===== src/rtl/add64_seq_pkg.sv =====
// Shared types and widths for the two-pass 64-bit sequential adder.
package add64_seq_pkg;

    localparam int unsigned WORD_W = 64;
    localparam int unsigned HALF_W = 32;

    typedef enum logic [1:0] {
        IDLE = 2'd0,
        LO   = 2'd1,
        HI   = 2'd2,
        DONE = 2'd3
    } state_t;

endpackage


===== src/rtl/add64_seq_if.sv =====
// Operand request / result hand-off bus of add64_seq.
interface add64_seq_if;
    import add64_seq_pkg::*;

    logic              in_valid;
    logic              in_ready;
    logic [WORD_W-1:0] a;
    logic [WORD_W-1:0] b;
    logic              sub;
    logic              out_valid;
    logic              out_ready;
    logic [WORD_W-1:0] sum;
    logic              cout;
    logic              ovf;

    modport master (
        output in_valid, a, b, sub, out_ready,
        input  in_ready, out_valid, sum, cout, ovf
    );

    modport slave (
        input  in_valid, a, b, sub, out_ready,
        output in_ready, out_valid, sum, cout, ovf
    );

endinterface


===== src/rtl/add64_seq_p_adder.sv =====
// 32-bit Kogge-Stone prefix adder with carry in/out.
module p_adder
    import add64_seq_pkg::*;
(
    input  logic [HALF_W-1:0] a,
    input  logic [HALF_W-1:0] b,
    input  logic              cin,
    output logic [HALF_W-1:0] s,
    output logic              cout
);

    localparam int unsigned LVLS = $clog2(HALF_W);

    logic [HALF_W-1:0] x;
    logic [HALF_W-1:0] g;
    logic [HALF_W-1:0] p;
    logic [HALF_W-1:0] g_n;
    logic [HALF_W-1:0] p_n;
    logic [HALF_W:0]   c;

    // Prefix tree: after LVLS levels g/p hold group generate/propagate over [i:0].
    always_comb begin
        x   = a ^ b;
        g   = a & b;
        p   = x;
        g_n = '0;
        p_n = '0;
        for (int l = 0; l < int'(LVLS); l++) begin
            g_n = g;
            p_n = p;
            for (int i = 0; i < int'(HALF_W); i++) begin
                if (i >= (1 << l)) begin
                    g_n[i] = g[i] | (p[i] & g[i - (1 << l)]);
                    p_n[i] = p[i] & p[i - (1 << l)];
                end
            end
            g = g_n;
            p = p_n;
        end
        c    = {g | (p & {HALF_W{cin}}), cin};
        s    = x ^ c[HALF_W-1:0];
        cout = c[HALF_W];
    end

endmodule


===== src/rtl/add64_seq.sv =====
// 64-bit add/subtract computed in two passes (low, then high half) through one 32-bit adder.
module add64_seq
    import add64_seq_pkg::*;
#(
    parameter int unsigned SUB_EN = 1
) (
    input  logic         clk,
    input  logic         rst_n,
    add64_seq_if.slave   bus
);

    state_t            state;
    state_t            state_nxt;
    logic              in_ready_c;
    logic              accept_c;
    logic              sub_eff;

    logic [WORD_W-1:0] a_q;
    logic [WORD_W-1:0] b_q;
    logic              cin_q;
    logic [HALF_W-1:0] lo_q;
    logic              c31_q;
    logic [WORD_W-1:0] sum_q;
    logic              cout_q;
    logic              ovf_q;

    logic              hi_sel;
    logic [HALF_W-1:0] op_a;
    logic [HALF_W-1:0] op_b;
    logic              op_cin;
    logic [HALF_W-1:0] add_s;
    logic              add_co;

    always_ff @(posedge clk or negedge rst_n) begin
        if (!rst_n) state <= IDLE;
        else        state <= state_nxt;
    end

    // Next state and acceptance; DONE accepts new operands in the hand-off cycle.
    always_comb begin
        state_nxt  = state;
        in_ready_c = 1'b0;
        case (state)
            IDLE: begin
                in_ready_c = 1'b1;
                if (bus.in_valid) state_nxt = LO;
            end
            LO:   state_nxt = HI;
            HI:   state_nxt = DONE;
            DONE: begin
                if (bus.out_ready) begin
                    in_ready_c = 1'b1;
                    state_nxt  = bus.in_valid ? LO : IDLE;
                end
            end
            default: state_nxt = IDLE;
        endcase
    end

    assign sub_eff  = (SUB_EN != 0) ? bus.sub : 1'b0;
    assign accept_c = bus.in_valid & in_ready_c & rst_n;

    assign hi_sel = (state == HI);
    assign op_a   = hi_sel ? a_q[WORD_W-1:HALF_W] : a_q[HALF_W-1:0];
    assign op_b   = hi_sel ? b_q[WORD_W-1:HALF_W] : b_q[HALF_W-1:0];
    assign op_cin = hi_sel ? c31_q : cin_q;

    p_adder u_p_adder (
        .a    (op_a),
        .b    (op_b),
        .cin  (op_cin),
        .s    (add_s),
        .cout (add_co)
    );

    // Operand capture on accept, low-half result in LO, final result in HI.
    always_ff @(posedge clk or negedge rst_n) begin
        if (!rst_n) begin
            a_q    <= '0;
            b_q    <= '0;
            cin_q  <= 1'b0;
            lo_q   <= '0;
            c31_q  <= 1'b0;
            sum_q  <= '0;
            cout_q <= 1'b0;
            ovf_q  <= 1'b0;
        end else begin
            if (accept_c) begin
                a_q   <= bus.a;
                b_q   <= sub_eff ? ~bus.b : bus.b;
                cin_q <= sub_eff;
            end
            if (state == LO) begin
                lo_q  <= add_s;
                c31_q <= add_co;
            end
            if (state == HI) begin
                sum_q  <= {add_s, lo_q};
                cout_q <= add_co;
                ovf_q  <= (a_q[WORD_W-1] == b_q[WORD_W-1]) & (add_s[HALF_W-1] != a_q[WORD_W-1]);
            end
        end
    end

    assign bus.in_ready  = in_ready_c & rst_n;
    assign bus.out_valid = (state == DONE);
    assign bus.sum       = sum_q;
    assign bus.cout      = cout_q;
    assign bus.ovf       = ovf_q;

endmodule


===== src/flat_wrapper.sv =====
// flat-port wrapper written by rule: the top's interface ports become plain ports
module add64_seq_flat import add64_seq_pkg::*;
#(
    parameter int unsigned SUB_EN = 1
)
  (clk, rst_n, bus_in_valid, bus_a, bus_b, bus_sub, bus_out_ready, bus_in_ready, bus_out_valid, bus_sum, bus_cout, bus_ovf);
  add64_seq_if bus_i ();
  input  logic clk;
  input  logic rst_n;
  input wire logic [$bits(bus_i.in_valid)-1:0] bus_in_valid;
  input wire logic [$bits(bus_i.a)-1:0] bus_a;
  input wire logic [$bits(bus_i.b)-1:0] bus_b;
  input wire logic [$bits(bus_i.sub)-1:0] bus_sub;
  input wire logic [$bits(bus_i.out_ready)-1:0] bus_out_ready;
  output wire logic [$bits(bus_i.in_ready)-1:0] bus_in_ready;
  output wire logic [$bits(bus_i.out_valid)-1:0] bus_out_valid;
  output wire logic [$bits(bus_i.sum)-1:0] bus_sum;
  output wire logic [$bits(bus_i.cout)-1:0] bus_cout;
  output wire logic [$bits(bus_i.ovf)-1:0] bus_ovf;
  assign bus_i.in_valid = bus_in_valid;
  assign bus_i.a = bus_a;
  assign bus_i.b = bus_b;
  assign bus_i.sub = bus_sub;
  assign bus_i.out_ready = bus_out_ready;
  assign bus_in_ready = bus_i.in_ready;
  assign bus_out_valid = bus_i.out_valid;
  assign bus_sum = bus_i.sum;
  assign bus_cout = bus_i.cout;
  assign bus_ovf = bus_i.ovf;
  add64_seq #(.SUB_EN(SUB_EN)) u_core (.clk(clk), .rst_n(rst_n), .bus(bus_i));
endmodule

===== config.mk =====
export PLATFORM = sky130hd
export DESIGN_NAME = add64_seq_flat
export DESIGN_NICKNAME = d
export VERILOG_FILES = /design/src/rtl/add64_seq_pkg.sv /design/src/rtl/add64_seq_if.sv /design/src/rtl/add64_seq_p_adder.sv /design/src/rtl/add64_seq.sv /design/src/flat_wrapper.sv
export SDC_FILE = /design/constraint.sdc
export NUM_CORES = 1
export LEC_CHECK = 0
export CAP_MARGIN = 15
export CORE_MARGIN = 5
export CORE_UTILIZATION = 48
export DETAILED_ROUTE_END_ITERATION = 10
export PLACE_DENSITY = 0.71
export SETUP_SLACK_MARGIN = 0.02
export SLEW_MARGIN = 20
export SYNTH_ARGS = -nofsm -noshare
export SYNTH_HDL_FRONTEND = slang
export SYNTH_SLANG_ARGS = --single-unit

===== constraint.sdc =====
create_clock -name clk -period 6.8 [get_ports clk]
set_clock_uncertainty 0.2 [all_clocks]
set_input_delay 0.68 -clock clk [delete_from_list [all_inputs] [get_ports clk]]
set_output_delay 0.68 -clock clk [all_outputs]
set_load 0.1 [all_outputs]

After elaboration in Yosys (flattened, before gate mapping)
Index checks and enable logic that the tools add are counted.
Widths: inputs -> output; s select.

cells by class
  eq/ne operators = 7
  multiplexer cells = 10
  bitwise operators = 397
  reduce and logical (&&, ||, !) cells = 2

operators by type and width
  operator            number
  $and 1x1->1         262
  $or 1x1->1          129
  $and 32x32->32      2
  $mux 32             2
  $mux 64             1
  $not 64->64         1
  $xor 32x32->32      2
  $or 32x32->32       1
  $pmux 2 s4          1
  $eq 2x2->1 const B  2
  $mux 2              2
  $ne 2x2->1 const B  2
  $mux 1              3
  $eq 2x1->1 const B  1
  $logic_not 2->1     1
  $pmux 1 s2          1
  $reduce_and 2->1    1
  $eq 1x1->1          1
  $ne 1x1->1          1

word-level totals
  flip-flop bits (word level) = 230
  input bits = 133
  output and inout bits = 68

Longest topological paths before layout
  depth after elaboration = 17
  mapped depth = 16

Modules after synthesis
From an unflattened synthesis, not the netlist that was laid out.

second synthesis, totals
  cell total of the unflattened synthesis = 837
  area total of the unflattened synthesis = 11474.8 µm²

modules (own cells, without submodules)
  module     times used  cells an instance  area an instance (µm²)  sequential area each (µm²)
  add64_seq  1           649                10074.7                 5755.5
  p_adder    1           188                1400.1                  0.0

Worst setup path before layout
Ideal clock, no wire load.

  path kind = flip-flop to flip-flop
  start point = register u_core.state[1]
  end point = register u_core.b_q[4]
  library setup time = 0.135 ns
  data arrival time = 4.824 ns
  path slack = 1.641 ns
  stages on the path, launching flop included = 10
  period minus slack after synthesis = 5.159 ns
  cell sequence = dfrtp_1 > ha_1 > a21oi_1 > nor3b_1 > nand2_1 > clkbuf_1 > clkbuf_1 > clkbuf_1 > nand2_1 > o21ai_0

between the ends
  word-level cells in the longest chain between the ends = 4

ends and longest elaborated chain
  what                       RTL line            source
  start: declaration         add64_seq.sv:12     state_t state;
  start signal: assignment   add64_seq.sv:36     else state <= state_nxt;
  $eq 2x2->1                 -
  named net bus_out_valid    flat_wrapper.sv:16  output wire logic [$bits(bus_i.out_valid)-1:0] bus_out_valid;
  $pmux 1 s2                 add64_seq.sv:43     case (state)
  $and 1x1->1 (2 in series)  add64_seq.sv:61     assign accept_c = bus.in_valid & in_ready_c & rst_n;
  end signal: assignment     add64_seq.sv:90     b_q <= sub_eff ? ~bus.b : bus.b;
  end: declaration           add64_seq.sv:19     logic [WORD_W-1:0] b_q;

The timed path passes the listed nets, and every way through them passes these cells.
A chain may end at the register's enable or synchronous reset.

Final worst setup path
  start point = register u_core.state[0]
  end point = register u_core.lo_q[30]

between the ends
  word-level cells in the longest chain between the ends = 14

ends and longest elaborated chain
  what                                              RTL line                                          source
  $eq 2x2->1                                        add64_seq.sv:63                                   assign hi_sel = (state == HI);
  $mux 32 (on tied branches)                        add64_seq.sv:64, add64_seq.sv:65
  $xor 32x32->32 or $and 32x32->32 (tied branches)  add64_seq_p_adder.sv:23, add64_seq_p_adder.sv:24
  $and 1x1->1                                       add64_seq_p_adder.sv:33                           g_n[i] = g[i] | (p[i] & g[i - (1 << l)]);
  $or 1x1->1                                        add64_seq_p_adder.sv:33
  $and 1x1->1                                       add64_seq_p_adder.sv:33
  $or 1x1->1                                        add64_seq_p_adder.sv:33
  $and 1x1->1 or $or 1x1->1 (tied branches)         add64_seq_p_adder.sv:33
  $or 1x1->1 or $and 1x1->1 (tied branches)         add64_seq_p_adder.sv:33
  $and 1x1->1 or $or 1x1->1 (tied branches)         add64_seq_p_adder.sv:33
  $or 1x1->1 or $and 1x1->1 (tied branches)         add64_seq_p_adder.sv:33
  $or 1x1->1                                        add64_seq_p_adder.sv:33
  $or 32x32->32                                     add64_seq_p_adder.sv:40                           c = {g | (p & {HALF_W{cin}}), cin};
  $xor 32x32->32                                    add64_seq_p_adder.sv:41                           s = x ^ c[HALF_W-1:0];
  end signal: assignment                            add64_seq.sv:94                                   lo_q <= add_s;
  end: declaration                                  add64_seq.sv:21                                   logic [HALF_W-1:0] lo_q;

Parallel ways exist; a longest one is shown, timed or not.

==> results by group <==
Run status
  – Outcome: complete, no violations

Clock tree
  – Clock transition at the registers of the reported paths: 60 ps
  – H-Tree Depth: 1
  – # clock sinks: 230
  – Post-CTS Hold Buffers: 1
  – Num CTS Buffers: 25
  – CTS tree: done
  – Setup bufs post-CTS: 0
  – Post_cts resized: 0
  – Longest Clk Path Bufs: 3
  – Worst-skew pair later-pin latency: 530 ps
  – Root buffer cell: clkbuf_16

Yosys
  – Largest family of logic cells by synthesized area: multiplexers
  – Syn_area_per_cell: 11.77 um2
  – XOR/XNOR Fraction of Synth Area: 0.06656
  – Post-Synth Adder-Cell Area: 0.04171
  – Post-synth EDFFs: 0
  – Syn Inst Count: 984
  – #FFs+latches synth: 230
  – Netlist cell types: 62
  – Async set-reset flop share out of synthesis: 1.000
  – Post-synthesis sequential area ratio: 0.4970
  – Post-Syn Area: 11580 um2
  – Synth Area in Compound Gates: 0.1011
  – Yosys warnings: 0
  – Synthesized Nets: 1155
  – Multiplexer area fraction after synthesis: 0.2092
  – Post-synthesis simple-gate area fraction: 0.06018
  – Main flop type after synthesis: dfrtp_1

Timing
  – Final hold vios: 0
  – Slew Viols, Final: 0
  – Setup_tns: 0 ps
  – Crit share post-route: 0.6798
  – Slew Limit Headroom: 0.2751
  – Final setup fails: 0
  – Min Tclk post-route: 4623 ps
  – Achievable Freq: 0.2163 GHz
  – Worst-margin pin slew: 1087 ps
  – Setup repair after global routing missed its margin: false

Placed design
  – IO buf count: 200
  – Post-DP HPWL: 19.75 mm
  – RD Place Congestion: 0.8569

GRT
  – Initial antenna violation count: 0
  – Largest net degree at the start of global routing: 84
  – GRT Util Overall: 0.1959
  – First-pass GRT wire length: 42.81 mm
  – GRT Residual Overflow: 0
  – Vias in the first global route: 7992

Drt
  – First-pass detailed-route iteration total: 5
  – Via Count: 7959
  – DRT iter0 DRCs: 536
  – Routed WL: 26.85 mm
  – Residual DRC: 0
  – Routed len/inst: 17.89 um
  – Post-DRT Antenna Nets: 0
  – Vias/cell: 5.302

Flow run
  – Max-Cap Viols: 0

Setup path
  – Worst Path Required: 7010 ps
  – Crit Path Max Fanout: 71
  – FF-to-FF Start: u_core.state[0]
  – R2r endpoint: u_core.lo_q[30]
  – Critical Path AT: 4840 ps
  – Path depth of the worst reg2reg path: 13
  – Crit. End Element: flop
  – CP Launch Type: flop
  – R2r setup slk: 2180 ps
  – Crit Path Class: reg2reg

Finish
  – Most frequent cells in the layout: dfrtp_1 (230), mux2_2 (212), clkdlybuf4s50_1 (198), nand2_1 (83), o21ai_0 (81)
  – FILL cells: 1946
  – Fraction of layout cells with a size suffix above 1: 0.2343
  – Most common cell after layout, fill and taps aside: dfrtp_1
  – Multi-input logic area: 5564 um2
  – Ant. Diodes: 0
  – Layout Nets: 1336
  – Layout area overhead: 26.48%
  – Storage element area: 5756 um2

Floorplan
  – # rows: 56
  – Chip width: 165.3 um
  – Initial Util: 0.4904
  – Die Area: 27330 um2
  – Core Footprint: 23610 um2
  – I/O Pins: 201
  – Chip height: 165.3 um

Min path
  – WHS Endpoint: u_core.b_q[52]
  – WHS Path Cells: 2
  – HP Class: reg2reg
  – Startpoint of the worst hold path: u_core.b_q[52]
registers in the layout, summed over array words and instances (netlist names):
| register | flops |
|---|---|
| u_core.a_q | 64 |
| u_core.b_q | 64 |
| u_core.bus.cout | 1 |
| u_core.bus.ovf | 1 |
| u_core.bus.sum | 64 |
| u_core.c31_q | 1 |
| u_core.cin_q | 1 |
| u_core.lo_q | 32 |
| u_core.state | 2 |
worst max-delay path: stages, from the launching register on:
cell and delay [ps]:
dfrtp_1 400, inv_1 190, ha_4 820, buf_4 400, mux2_2 370, ha_1 370
a21oi_1 390, nand2_1 100, a21o_1 210, a221o_1 320, a31oi_1 290, and3_1 210
mux2i_1 70, o311ai_0 90
through the flow:
stage	hold slack [ps]	cells	setup WS (ps)	area, um2	utilization
floorplan	184.4	984	1641	11580	-
CTS	277.1	1501	2205	14650	0.6203
finish	273.0	1501	2177	14650	0.6203
detailed placement	264.8	1456	2225	13840	0.5861
global placement	257.4	1456	2299	13840	0.5861
global route	291.3	1501	1861	14650	0.6203
area by class of cell:
cell class,count,share of cell area
Clock buffer,35,0.04938
Clock inverter,9,0.005040
Inverter,15,0.003844
Multi-Input combinational cell,684,0.3799
Sequential cell,230,0.3930
Tap cell,319,0.02725
Timing Repair Buffer,209,0.1416
cells in the mapped netlist (all sizes together) (5+ instances only):
library cell | count | area (um2)
nor3 | 5 | 30.03
clkbuf | 43 | 161.4
ha | 37 | 462.9
nand4 | 7 | 43.79
a21o | 16 | 120.1
a31oi | 6 | 37.54
nand2 | 84 | 315.3
o21bai | 9 | 71.32
o21ai | 84 | 435.4
xor2 | 11 | 96.34
buf | 12 | 62.56
and3 | 7 | 48.80
mux2 | 213 | 2402
xnor2 | 77 | 674.4
nand3 | 9 | 45.04
a21oi | 42 | 210.2
a211oi | 5 | 42.54
nor2 | 23 | 86.33
inv | 15 | 56.30
dfrtp | 230 | 5756
metal layers:
layer  GRT usage  wire (um)  vias to the layer above
met5           0          0                        -
met2      0.3003      12100                      207
met1      0.2942      12750                     3879
met4     0.04274        472                        0
met3     0.03276       1531                       31
li1            -          -                     3842
cell families (layout without fill, tap and decap cells):
group | after synthesis | after routing
DFF | 230 | 230
muxes | 215 | 215
AOI/OAI and AO/OA | 191 | 191
adders and majority gates | 38 | 38
buffers and inverters | 70 | 268
xor gates and xnor gates | 88 | 88
and+or+nand+nor | 152 | 152
worst max path at each step:
stage / to / cells after the start / slack [ps] / startpoint
final: u_core.lo_q[30] / 13 / 2180 / u_core.state[0]
after global routing: u_core.bus.sum[63] / 12 / 1860 / u_core.state[0]
after CTS: u_core.lo_q[30] / 12 / 2210 / u_core.state[0]
after detailed placement: u_core.lo_q[30] / 12 / 2230 / u_core.state[0]
after global placement: u_core.bus.ovf / 12 / 2300 / u_core.state[0]
after floorplan: u_core.b_q[4] / 9 / 1640 / u_core.state[1]
Power is left out: the tool's default activity adds up to more than one toggle a clock period on the data nets, which glitch-free logic cannot reach.
